<file path="src/rtl/sysbus_pkg.sv">
// Shared system-bus definitions: arbiter state codes, master select
// encodings and the default hold limit.
package sysbus_pkg;

    // State codes double as the master mux select driven on SELM
    typedef enum logic [1:0] {
        IDLE = 2'b00,
        OWN1 = 2'b01,
        OWN2 = 2'b10
    } arb_state_t;

    localparam logic [1:0] SEL_NONE = 2'b00;
    localparam logic [1:0] SEL_M1   = 2'b01;
    localparam logic [1:0] SEL_M2   = 2'b10;

    localparam int HOLD_MAX_DEF = 16;

endpackage

</file>
<file path="src/rtl/arb_hold_timer.sv">
// Saturating count of cycles the bus owner has kept the other master
// waiting; expired flags the limit combinationally.
module arb_hold_timer
    import sysbus_pkg::*;
#(
    parameter int HOLD_MAX = HOLD_MAX_DEF
) (
    input  logic CLK,
    input  logic RST,
    input  logic en,
    input  logic clr,
    output logic expired
);

    localparam int CNT_W = (HOLD_MAX > 0) ? $clog2(HOLD_MAX + 1) : 1;
    localparam logic [CNT_W-1:0] LIMIT = CNT_W'(HOLD_MAX);

    logic [CNT_W-1:0] cnt;

    // With no limit LIMIT is zero, so the count never leaves zero
    assign expired = (HOLD_MAX != 0) && (cnt == LIMIT);

    always_ff @(posedge CLK or posedge RST) begin
        if (RST) begin
            cnt <= '0;
        end else if (clr) begin
            cnt <= '0;
        end else if (en && (cnt != LIMIT)) begin
            cnt <= cnt + 1'b1;
        end
    end

endmodule

</file>
<file path="src/rtl/bus_arbiter.sv">
// Two-master round-robin bus arbiter with bounded hold time and
// handover only on slave-ready cycles.
module bus_arbiter
    import sysbus_pkg::*;
#(
    parameter int HOLD_MAX = HOLD_MAX_DEF
) (
    input  logic       CLK,
    input  logic       RST,
    input  logic       REQ_1,
    input  logic       REQ_2,
    input  logic       READY,
    output logic       GNT_1,
    output logic       GNT_2,
    output logic [1:0] SELM,
    output logic       BUSY
);

    arb_state_t state;
    arb_state_t nxt;
    logic       last_2;
    logic       r1;
    logic       r2;
    logic       rdy;
    logic       other_req;
    logic       expired;

    // Unknown inputs never trigger a transition
    assign r1  = (REQ_1 === 1'b1);
    assign r2  = (REQ_2 === 1'b1);
    assign rdy = (READY === 1'b1);

    assign other_req = (state == OWN1) ? r2 :
                       (state == OWN2) ? r1 : 1'b0;

    arb_hold_timer #(
        .HOLD_MAX(HOLD_MAX)
    ) u_hold (
        .CLK    (CLK),
        .RST    (RST),
        .en     (other_req),
        .clr    ((nxt != state) || !other_req),
        .expired(expired)
    );

    always_comb begin
        nxt = state;
        unique case (state)
            IDLE: begin
                if (r1 && r2)
                    nxt = last_2 ? OWN1 : OWN2;
                else if (r1)
                    nxt = OWN1;
                else if (r2)
                    nxt = OWN2;
            end
            OWN1: begin
                if (rdy && (!r1 || (expired && r2)))
                    nxt = r2 ? OWN2 : IDLE;
            end
            OWN2: begin
                if (rdy && (!r2 || (expired && r1)))
                    nxt = r1 ? OWN1 : IDLE;
            end
            default: nxt = IDLE;
        endcase
    end

    always_ff @(posedge CLK or posedge RST) begin
        if (RST) begin
            state  <= IDLE;
            last_2 <= 1'b1;
            GNT_1  <= 1'b0;
            GNT_2  <= 1'b0;
            SELM   <= SEL_NONE;
            BUSY   <= 1'b0;
        end else begin
            state <= nxt;
            if (nxt != state && nxt == OWN1)
                last_2 <= 1'b0;
            else if (nxt != state && nxt == OWN2)
                last_2 <= 1'b1;
            GNT_1 <= (nxt == OWN1);
            GNT_2 <= (nxt == OWN2);
            SELM  <= nxt;
            BUSY  <= (nxt != IDLE);
        end
    end

endmodule

</file>
<file path="config.mk">
export PLATFORM = sky130hd
export DESIGN_NAME = bus_arbiter
export DESIGN_NICKNAME = d
export VERILOG_FILES = /design/src/rtl/sysbus_pkg.sv /design/src/rtl/arb_hold_timer.sv /design/src/rtl/bus_arbiter.sv
export SDC_FILE = /design/constraint.sdc
export NUM_CORES = 1
export LEC_CHECK = 0
export CAP_MARGIN = 30
export CORE_AREA = 2 2 39 41
export CTS_BUF_LIST = sky130_fd_sc_hd__clkbuf_4
export CTS_CLUSTER_SIZE = 20
export DETAILED_ROUTE_END_ITERATION = 12
export DIE_AREA = 0 0 41 43
export PLACE_DENSITY_LB_ADDON = 0.15
export SLEW_MARGIN = 20
export SYNTH_ARGS = -nofsm -noshare
export SYNTH_HDL_FRONTEND = slang
export SYNTH_SLANG_ARGS = --single-unit
</file>
<file path="constraint.sdc">
create_clock -name CLK -period 4.5 [get_ports CLK]
set_input_delay 0.45 -clock CLK [delete_from_list [all_inputs] [get_ports CLK]]
set_output_delay 0.45 -clock CLK [all_outputs]
set_load 0.01 [all_outputs]
</file>
**Word-level counts from Yosys, hierarchy flattened**

Index checks and enable logic that the tools add are counted.

- Register bits: 11
- Logic and storage cells: 50
- Input port bits: 5

- Equal/unequal tests: 10
- Muxes and demuxes: 15
- Add/subtract/negate cells: 1
- Reductions and logical operators: 18

Operator list:

| kind | count |
|---|---|
| $mux W2 | 7 |
| $mux W5 | 2 |
| $logic_and A1 B1 Y1 | 8 |
| $pmux W2 S3 | 1 |
| $reduce_bool A2 Y1 | 3 |
| $add A5 B1 Y5 const B | 1 |
| $eq A5 B5 Y1 const B | 1 |
| $mux W1 | 5 |
| $ne A5 B5 Y1 const B | 1 |
| $eq A2 B1 Y1 const B | 2 |
| $eq A2 B2 Y1 const B | 2 |
| $eqx A1 B1 Y1 const B | 3 |
| $logic_not A1 Y1 | 3 |
| $logic_or A1 B1 Y1 | 3 |
| $logic_not A2 Y1 | 1 |
| $ne A2 B2 Y1 | 1 |

**Logic depth before layout (Yosys ltp)**

Gate-level depths: netlist of run 1.

- Depth after elaboration: 10
- Gate-level depth with buffers: 7
- Gate-level depth less buffers: 7

**By module**

Synthesis of run 1 repeated with hierarchy kept, for this count alone.

- Cell total of the unflattened synthesis: 68
- Area total of the unflattened synthesis: 639.4 µm²

Modules (own cells, without submodules):

| module | times used | area each (µm²) | cells each |
|---|---|---|---|
| bus_arbiter | 1 | 355.3 | 40 |
| arb_hold_timer | 1 | 284.0 | 28 |

**Least setup slack after synthesis of run 1**

No wires, ideal clock.

- Path kind: reg2reg
- Start: register u_hold.cnt[0]
- End: register BUSY
- Setup time: 0.124 ns
- Slack: 2.776 ns
- Data required time: 4.376 ns
- Cell stages (with the launch flop): 8
- Arrival: 1.600 ns
- Cells stage by stage: dfrtp_1 inv_1 ha_1 and4bb_4 and3_1 o31a_1 a21o_1 or2_1

- Longest elaborated chain between the ends: 7

RTL lines:

| element | line | RTL |
|---|---|---|
| from (decl) | arb_hold_timer.sv:18 | `logic [CNT_W-1:0] cnt;` |
| from (signal assigned) | arb_hold_timer.sv:29 | `cnt <= cnt + 1'b1;` |
| $eq A5 B5 Y1 (*) | arb_hold_timer.sv:21 | `assign expired = (HOLD_MAX != 0) && (cnt == LIMIT);` |
| $logic_and A1 B1 Y1, on equally long branches | bus_arbiter.sv:62, bus_arbiter.sv:58 |  |
| $logic_or A1 B1 Y1, on equally long branches | bus_arbiter.sv:62, bus_arbiter.sv:58 |  |
| $logic_and A1 B1 Y1, on equally long branches | bus_arbiter.sv:62, bus_arbiter.sv:58 |  |
| $mux W2, on equally long branches | bus_arbiter.sv:62, bus_arbiter.sv:58 |  |
| $pmux W2 S3 (*) | bus_arbiter.sv:48 | `unique case (state)` |
| named net nxt[1] | bus_arbiter.sv:20 | `arb_state_t nxt;` |
| $reduce_bool A2 Y1 (*) | bus_arbiter.sv:86 | `BUSY <= (nxt != IDLE);` |
| to (signal assigned) | bus_arbiter.sv:86 |  |
| to (decl) | bus_arbiter.sv:16 | `output logic BUSY` |

The timed path passes the listed nets; every way through them passes the cells marked *.
A chain may end at the register's enable or synchronous reset.

**Worst setup path after layout of run 1**

Same ends and word-level chain as after synthesis.

==> results of run 1 <==
-- registers in the layout, summed over array words and instances, names as in the netlist --
register,flops
u_hold.cnt,5
state,2
BUSY,1
GNT_1,1
GNT_2,1
last_2,1
-- cell type report --
| class | instances | area, sq um | area share |
|---|---|---|---|
| clock buffers | 3 | 22.5 | 0.0302 |
| clock inverters | 1 | 5.00 | 0.00671 |
| inverters | 4 | 15.0 | 0.0201 |
| multi-input cells | 49 | 317 | 0.424 |
| flip-flops and latches | 11 | 277 | 0.371 |
| well taps | 16 | 20.0 | 0.0268 |
| repair buffers | 9 | 90.1 | 0.121 |
-- path summary, 6_finish.rpt --
check                                          start                   endpoint  slack [ps]  cells after the start
min in group CLK                  last_2$_DFFE_PP1P_         last_2$_DFFE_PP1P_         510                      2
min                                              RST  u_hold.cnt[1]$_DFFE_PP0P_         460                      2
max                        u_hold.cnt[0]$_DFFE_PP0P_             BUSY$_DFF_PP0_        2650                      7
max reg2reg                u_hold.cnt[0]$_DFFE_PP0P_             BUSY$_DFF_PP0_        2650                      7
max in group asynchronous                        RST         last_2$_DFFE_PP1P_        3720                      2
min reg2reg                       last_2$_DFFE_PP1P_         last_2$_DFFE_PP1P_         510                      2
-- through the flow --
step,hold WS [ps],instance area [sq um],utilization,instances
floorplan,302,613,-,65
global placement,497,718,0.519,89
detailed placement,497,718,0.519,89
CTS,474,746,0.539,93
global route,484,746,0.539,93
finish,463,746,0.539,93
-- cell usage after synthesis (all sizes together), types with 2 or more instances --
cell type  instances  area share
nor3b              2       0.024
a21oi              4       0.033
and3               2       0.020
xor2               2       0.029
inv                4       0.024
nor2               7       0.043
dfrtp             10        0.41
nand2              7       0.043
o21ai              4       0.033
nand3              2       0.016
ha                 2       0.041
nand2b             2       0.020
a21o               2       0.024
nor3               2       0.016
-- logic make-up after synthesis --
group,after synthesis,share of synthesized area
mux,1,0.0184
flops,11,0.451
simple gates,29,0.269
fa+ha+maj,2,0.0408
xor+xnor,2,0.0286
buf+inv,5,0.0326
compound gates,15,0.159
-- cells in the final DEF (no fill, tap or decap), drive strengths merged --
cell / Yosys / routed
a21o: 2 / 2
a21oi: 4 / 4
a22oi: 1 / 1
a32oi: 1 / 1
and2b: 1 / 1
and3: 2 / 2
and4bb: 1 / 1
clkbuf: 0 / 3
clkdlybuf4s50: 0 / 9
clkinv: 0 / 1
dfrtp: 10 / 10
dfstp: 1 / 1
ha: 2 / 2
inv: 4 / 4
mux2: 1 / 1
nand2: 7 / 7
nand2b: 2 / 2
nand3: 2 / 2
nand4bb: 1 / 1
nor2: 7 / 7
nor2b: 1 / 1
nor3: 2 / 2
nor3b: 2 / 2
o211a: 1 / 1
o21ai: 4 / 4
o31a: 1 / 1
o31ai: 1 / 1
or2: 1 / 1
xor2: 2 / 2
-- power breakdown --
part	internal (mW)	total, mW	switching [mW]
Clock	0.0329	0.0658	0.0328
Combinational	0.0874	0.162	0.0748
Sequential	0.134	0.169	0.0345
-- metal layers --
layer / vias to the layer above / GRT usage / routed length (microns)
met5: - / 0 / 0
met4: 0 / 0.120 / 34
met3: 4 / 0.0471 / 26
met2: 4 / 0.269 / 595
met1: 225 / 0.197 / 492
li1: 253 / - / -
-- worst register-to-register path, cell delays in order, from the launching register on --
cell and delay, ps:
dfrtp_1 400, inv_1 80, ha_1 230, and4bb_4 230, and3_1 180, o31ai_1 280, o21ai_1 140, or2_1 220
==> flow_metrics.env, run 1 <==
export IMPL_skew_ps=1.94
export IMPL_period_share=0.412
export IMPL_worst_slack_ps=2650
export IMPL_yosys_warnings=0
export IMPL_cp_cell_sequence="inv_1, ha_1, and4bb_4, and3_1, o31ai_1, o21ai_1, or2_1"
export IMPL_core_sq_um=1380
export IMPL_ys_flop_type="dfrtp_1"
export IMPL_drive_gt1_frac=0.104
export IMPL_dr_pass1_iters=4
export IMPL_root_buffer="clkbuf_4"
export IMPL_syn_inst=65
export IMPL_htreeDepth=1
export IMPL_fmax_ghz=0.539
export IMPL_clock_latency_ps=270
export IMPL_num_io_pins=10
export IMPL_grt_pass1_wl_mm=1.97
export IMPL_initial_core_util=0.443
export IMPL_outcome="finished clean"
export IMPL_nFillCells=137
export IMPL_slowest_delay_ps=400
export IMPL_viasPerCell=5.23
export IMPL_fin_crit_ps=1850
export IMPL_drtAntennaViolNets=0
export IMPL_drc_errors=0
export IMPL_cp_max_fo=5
export IMPL_path_buf_inv=1
export IMPL_cts_setup_buffers=0
export IMPL_grt_usage=0.174
export IMPL_drt_initial_drc_count=3
export IMPL_overflow=0
export IMPL_path_clk_slew_ps=70
export IMPL_power_uw=397
export IMPL_finalWirelength_mm=1.15
export IMPL_fin_tns_setup_ps=0
export IMPL_cts_sinks=11
export IMPL_max_slew_margin=0.725
export IMPL_diodes=0
export IMPL_peakVddDrop_mv=0.332
export IMPL_fp_dieH_microns=43
export IMPL_ctsHoldBuffers=0
export IMPL_die_area_sq_um=1760
export IMPL_synthesis_area_sq_um=613
export IMPL_grt_setup_unrepaired="false"
export IMPL_grt_pass1_vias=460
export IMPL_synth_edf_count=0
export IMPL_num_rows=14
export IMPL_cts_tree="built"
export IMPL_setup_viol=0
export IMPL_dp_hpwl_microns=880
export IMPL_grt_antenna_before_repair=0
export IMPL_crit_required_ps=4660
export IMPL_synth_seq_cells=11
export IMPL_crit_arrival_ps=2010
export IMPL_maxCapViolations=0
export IMPL_worst_setup_path_end_kind="flip-flop"
export IMPL_die_x_microns=41
export IMPL_ys_types=28
export IMPL_final_nets=85
export IMPL_gp_congestion=0.760
export IMPL_synth_nets=72
export IMPL_area_growth_pct=21.6
export IMPL_dpl_worst_slack_ps=2560
export IMPL_p_leak_nw=0.344
export IMPL_port_buffers=9
export IMPL_worst_pin_slew_ps=412
export IMPL_vias=486
export IMPL_maxSlewViolCount=0
export IMPL_cts_inserted_buffers=3
export IMPL_cp_top_family="simple AND/OR/NAND/NOR gates"
export IMPL_cpMaxStageDelayCell="dfrtp_1"
export IMPL_hp_class="input pin to async pin"
export IMPL_syn_area_per_cell_sq_um=9.43
export IMPL_clk_path_buf_depth=2
export IMPL_hold_violations=0
export IMPL_postCtsResizedCells=0
export IMPL_ys_seq_area_frac=0.451
export IMPL_power_density_nw_per_um2=532
export IMPL_async_flop_share=1.00
export IMPL_crit_type="flip-flop to flip-flop"
export IMPL_grt_max_degree=12
export IMPL_wl_per_cell_microns=12.3
export IMPL_cp_start_kind="flip-flop"
Note: power is estimated with default switching activity, not from simulation.
==> run 2: changes to the inputs <==
==> constraint.sdc (replaced) <==
create_clock -name CLK -period 1.75 [get_ports CLK]
set_input_delay 0.175 -clock CLK [delete_from_list [all_inputs] [get_ports CLK]]
set_output_delay 0.175 -clock CLK [all_outputs]
set_load 0.01 [all_outputs]
==> run 2 against run 1 <==
Via count grew 13%. Wire length is 11% higher. Combinational power rose to 3.6 times the previous value. First-iteration DRC count rose to 3.3 times the previous value. Maximum frequency rose by 8.3%. Critical path depth did not move. Worst hold slack lost 270 ps. Design area rose by 14%. Register-to-register slack got worse by 2600 ps. Clock power increased to 2.7 times the previous value. Sequential power up 130%. Highest routed layer unchanged.
==> flow_metrics.env, run 2 (synthesis gave the netlist of run 1 again) <==
export IMPL_outcome="finished clean"
export IMPL_wl_per_cell_microns=12.2
export IMPL_root_buffer="clkbuf_4"
export IMPL_grt_setup_unrepaired="true"
export IMPL_fin_cells=104
export IMPL_max_slew_margin=0.719
export IMPL_dr_pass1_iters=4
export IMPL_dpl_worst_slack_ps=-7.68
export IMPL_largest_register="u_hold.cnt"
export IMPL_gp_congestion=0.860
export IMPL_area_growth_pct=38.8
export IMPL_peakVddDrop_mv=0.789
export IMPL_finalWirelength_mm=1.27
export IMPL_nFillCells=118
export IMPL_clock_power_share=0.155
export IMPL_overflow=0
export IMPL_clock_latency_ps=280
export IMPL_crit_type="flip-flop to flip-flop"
export IMPL_grt_pass1_vias=525
export IMPL_largestRegisters="u_hold.cnt: 5 flops, state: 2 flops"
export IMPL_grt_max_degree=12
export IMPL_fmax_ghz=0.584
export IMPL_hp_class="input pin to async pin"
export IMPL_placed_cells=98
export IMPL_fin_crit_ps=1710
export IMPL_p_leak_nw=0.396
export IMPL_drtAntennaViolNets=0
export IMPL_path_clk_slew_ps=70
export IMPL_power_density_nw_per_um2=1370
export IMPL_viasPerCell=5.27
export IMPL_worst_setup_path_end_kind="flip-flop"
export IMPL_htreeDepth=1
export IMPL_internal_power_uw=761
export IMPL_period_share=0.979
export IMPL_fin_tns_setup_ps=0
export IMPL_p_sw_frac=0.347
export IMPL_hold_violations=0
export IMPL_crit_required_ps=1920
export IMPL_skew_ps=0.347
export IMPL_layout_common_cells="buf_4, dfrtp_1, clkdlybuf4s50_1"
export IMPL_setup_viol=0
export IMPL_clk_path_buf_depth=2
export IMPL_drc_errors=0
export IMPL_num_io_pins=10
export IMPL_initial_core_util=0.443
export IMPL_worst_pin_slew_ps=421
export IMPL_dp_hpwl_microns=990
export IMPL_cts_sinks=11
export IMPL_grt_usage=0.178
export IMPL_p_sw_uw=404
export IMPL_die_area_sq_um=1760
export IMPL_crit_arrival_ps=1880
export IMPL_placed_cell_area_sq_um=786
export IMPL_maxSlewViolCount=0
export IMPL_core_sq_um=1380
export IMPL_cts_tree="built"
export IMPL_num_rows=14
export IMPL_cts_inserted_buffers=3
export IMPL_die_x_microns=41
export IMPL_final_nets=96
export IMPL_diodes=0
export IMPL_stdcell_area_sq_um=851
export IMPL_pwr_share_comb=0.504
export IMPL_grt_pass1_wl_mm=2.04
export IMPL_vias=548
export IMPL_port_buffers=9
export IMPL_ctsHoldBuffers=0
export IMPL_cp_max_fo=5
export IMPL_cp_start_kind="flip-flop"
export IMPL_layout_commonest_cell="buf_4"
export IMPL_fp_dieH_microns=43
export IMPL_worst_slack_ps=37.3
export IMPL_grt_antenna_before_repair=0
export IMPL_pwr_share_seq=0.341
export IMPL_drt_initial_drc_count=10
export IMPL_largest_register_ffs=5
export IMPL_drive_gt1_frac=0.261
export IMPL_maxCapViolations=0
-- run 2: cell type report --
cell class | instances | area, sq um | share of cell area
Clock buffer | 3 | 22.5 | 0.0265
Clock inverter | 1 | 5.00 | 0.00588
Tap cell | 16 | 20.0 | 0.0235
Timing Repair Buffer | 20 | 173 | 0.203
Multi-Input combinational cell | 49 | 339 | 0.399
Sequential cell | 11 | 277 | 0.325
Inverter | 4 | 15.0 | 0.0176
-- run 2: stage by stage --
step           total power, mW   util  hold WS (ps)
2_1_floorplan            0.684      -          26.7
3_3_place_gp             0.943  0.568           490
3_5_place_dp             0.953  0.568           491
4_1_cts                   1.14  0.590           203
5_1_grt                   1.26  0.615           233
6_report                  1.17  0.615           194
-- run 2: power groups by stage --
stage               clock, mW  combinational, mW  sequential (mW)
floorplan                   0              0.251            0.433
global placement            0              0.542            0.401
detailed placement          0              0.551            0.403
CTS                     0.185              0.555            0.396
global route            0.198              0.655            0.410
finish                  0.180              0.588            0.397
-- run 2: critical path, stage by stage, from the launching register on --
cell and delay (ps):
dfrtp_1 370, inv_2 60, ha_4 150, and4bb_4 210, and3_4 170, o31a_1 280, a21o_1 160, or2_1 200
-- run 2: path summary, 6_finish.rpt --
| path | to | cells after the start | slack [ps] | from |
|---|---|---|---|---|
| max reg2reg | BUSY$_DFF_PP0_ | 7 | 40 | u_hold.cnt[0]$_DFFE_PP0P_ |
| max in group asynchronous | last_2$_DFFE_PP1P_ | 2 | 1230 | RST |
| min reg2reg | last_2$_DFFE_PP1P_ | 2 | 500 | last_2$_DFFE_PP1P_ |
| min | u_hold.cnt[3]$_DFFE_PP0P_ | 2 | 190 | RST |
| max | BUSY$_DFF_PP0_ | 7 | 40 | u_hold.cnt[0]$_DFFE_PP0P_ |
| min in group CLK | last_2$_DFFE_PP1P_ | 2 | 500 | last_2$_DFFE_PP1P_ |
-- run 2: layer usage --
layer	GRT usage	share of wire
met1	0.185	0.42
met2	0.291	0.53
met3	0.0471	0.027
met4	0.120	0.028
met5	0	0
-- run 2: what timing repair did --
action,4_1_cts,5_1_grt
setup buffers,0,2
endpoints found under the setup margin,1,1
pin swaps,0,3
gates resized for setup,1,4
==> run 3: changes to the inputs <==
--- a/config.mk
+++ b/config.mk
@@ -5,12 +5,11 @@
 export SDC_FILE = /design/constraint.sdc
 export NUM_CORES = 1
 export LEC_CHECK = 0
-export CAP_MARGIN = 30
-export CORE_AREA = 2 2 39 41
+export CAP_MARGIN = 20
+export CORE_UTILIZATION = 44
 export CTS_BUF_LIST = sky130_fd_sc_hd__clkbuf_4
 export CTS_CLUSTER_SIZE = 20
 export DETAILED_ROUTE_END_ITERATION = 12
-export DIE_AREA = 0 0 41 43
 export PLACE_DENSITY_LB_ADDON = 0.15
 export SLEW_MARGIN = 20
 export SYNTH_ARGS = -nofsm -noshare
==> run 3 against run 2 <==
Global-route usage is 2.7 points higher. Design area is 0.74% lower. Final cell count is 1.9% lower. Register-to-register slack hardly changed.
==> flow_metrics.env, run 3 (synthesis gave the netlist of run 1 again) <==
export IMPL_outcome="finished clean"
export IMPL_power_mw=1.17
export IMPL_fin_cells=102
export IMPL_initial_core_util=0.471
export IMPL_num_io_pins=10
export IMPL_p_leak_nw=0.393
export IMPL_crit_required_ps=1910
export IMPL_clock_latency_ps=270
export IMPL_pwr_share_comb=0.483
export IMPL_grt_pass1_vias=471
export IMPL_layout_common_cells="dfrtp_1, buf_4, clkdlybuf4s50_1"
export IMPL_worst_pin_slew_ps=414
export IMPL_drive_gt1_frac=0.264
export IMPL_skew_ps=3.40
export IMPL_overflow=0
export IMPL_htreeDepth=1
export IMPL_port_buffers=9
export IMPL_maxSlewViolCount=0
export IMPL_grt_setup_unrepaired="true"
export IMPL_drc_errors=0
export IMPL_clock_power_share=0.162
export IMPL_grt_pass1_wl_mm=2.04
export IMPL_num_rows=13
export IMPL_seqCellArea_sq_um=277
export IMPL_power_density_nw_per_um2=1390
export IMPL_hp_class="input pin to async pin"
export IMPL_nFillCells=121
export IMPL_internal_power_uw=764
export IMPL_hold_violations=0
export IMPL_fmax_ghz=0.582
export IMPL_multi_input_area_sq_um=339
export IMPL_grt_antenna_before_repair=0
export IMPL_placed_cell_area_sq_um=785
export IMPL_wl_per_cell_microns=12.8
export IMPL_cp_start_kind="flip-flop"
export IMPL_finalWirelength_mm=1.31
export IMPL_crit_type="flip-flop to flip-flop"
export IMPL_path_clk_slew_ps=70
export IMPL_largestRegisters="u_hold.cnt: 5 flops, state: 2 flops"
export IMPL_cts_inserted_buffers=3
export IMPL_setup_viol=0
export IMPL_core_sq_um=1300
export IMPL_dr_pass1_iters=4
export IMPL_fp_dieH_microns=39.3
export IMPL_worst_setup_path_end_kind="flip-flop"
export IMPL_vias=567
export IMPL_viasPerCell=5.56
export IMPL_p_sw_frac=0.349
export IMPL_maxCapViolations=0
export IMPL_drtAntennaViolNets=0
export IMPL_grt_max_degree=12
export IMPL_final_nets=95
export IMPL_stdcell_area_sq_um=845
export IMPL_grt_usage=0.205
export IMPL_largest_register="u_hold.cnt"
export IMPL_drt_initial_drc_count=19
export IMPL_diodes=0
export IMPL_worst_slack_ps=31.5
export IMPL_crit_arrival_ps=1870
export IMPL_fin_hold_ws_ps=194
export IMPL_fin_util=0.649
export IMPL_fin_tns_setup_ps=0
export IMPL_pwr_share_seq=0.355
export IMPL_die_x_microns=39.3
export IMPL_max_slew_margin=0.723
export IMPL_dp_hpwl_microns=923
export IMPL_dpl_worst_slack_ps=2.62
export IMPL_p_sw_uw=410
export IMPL_period_share=0.982
export IMPL_placed_cells=97
export IMPL_peakVddDrop_mv=0.867
export IMPL_cts_sinks=11
export IMPL_largest_register_ffs=5
export IMPL_fin_crit_ps=1720
export IMPL_ctsHoldBuffers=0
export IMPL_gp_congestion=0.825
export IMPL_area_growth_pct=37.8
export IMPL_clk_path_buf_depth=2
export IMPL_cp_max_fo=5
export IMPL_root_buffer="clkbuf_4"
export IMPL_die_area_sq_um=1550
export IMPL_cts_tree="built"
[run 3: changes by cell type in the layout (fill, tap and decap cells not counted), sizes merged]
cell / before / now
buf: 11 / 10
clkbuf: 3 / 4
clkinv: 1 / 0
[run 3: layer usage]
layer | routed length (microns) | up-vias | part of all wire | global-route usage
li1 | - | 275 | - | -
met1 | 640 | 274 | 0.49 | 0.295
met2 | 624 | 18 | 0.48 | 0.292
met3 | 42 | 0 | 0.032 | 0.0341
met4 | 0 | 0 | 0 | 0.103
met5 | 0 | - | 0 | 0
[run 3: critical path, stage by stage, from the launching register on]
cell and delay, ps:
dfrtp_1 370, inv_2 60, ha_4 150, and4bb_4 200, and3_4 170, o31a_1 290
a21o_1 160, or2_1 210
[run 3: final cells by class]
class,instances,area share
Clock buffer,4,0.0356
Inverter,4,0.0178
Multi-Input combinational cell,49,0.401
Sequential cell,11,0.327
Timing Repair Buffer,19,0.196
Tap cell,15,0.0222
[run 3: final timing paths]
kind                                      startpoint                  to  slack, ps  depth (start not counted)
setup / recovery           u_hold.cnt[0]$_DFFE_PP0P_      BUSY$_DFF_PP0_         30                          7
hold / removal                                   RST      BUSY$_DFF_PP0_        190                          2
setup reg to reg           u_hold.cnt[0]$_DFFE_PP0P_      BUSY$_DFF_PP0_         30                          7
hold reg to reg                   last_2$_DFFE_PP1P_  last_2$_DFFE_PP1P_        510                          2
max in group asynchronous                        RST  last_2$_DFFE_PP1P_       1230                          2
min in group CLK                  last_2$_DFFE_PP1P_  last_2$_DFFE_PP1P_        510                          2
[run 3: power groups by stage]
stage / Clock (mW) / Sequential, mW / Combinational [mW]
2_1_floorplan: 0 / 0.433 / 0.251
3_3_place_gp: 0 / 0.416 / 0.525
3_5_place_dp: 0 / 0.417 / 0.536
4_1_cts: 0.192 / 0.413 / 0.551
5_1_grt: 0.208 / 0.434 / 0.627
6_report: 0.190 / 0.417 / 0.567
[run 3: what timing repair did]
item	4_1_cts	5_1_grt
endpoints found under the setup margin	1	1
buffers inserted	0	1
gates resized for setup	2	4
pin swaps	0	3
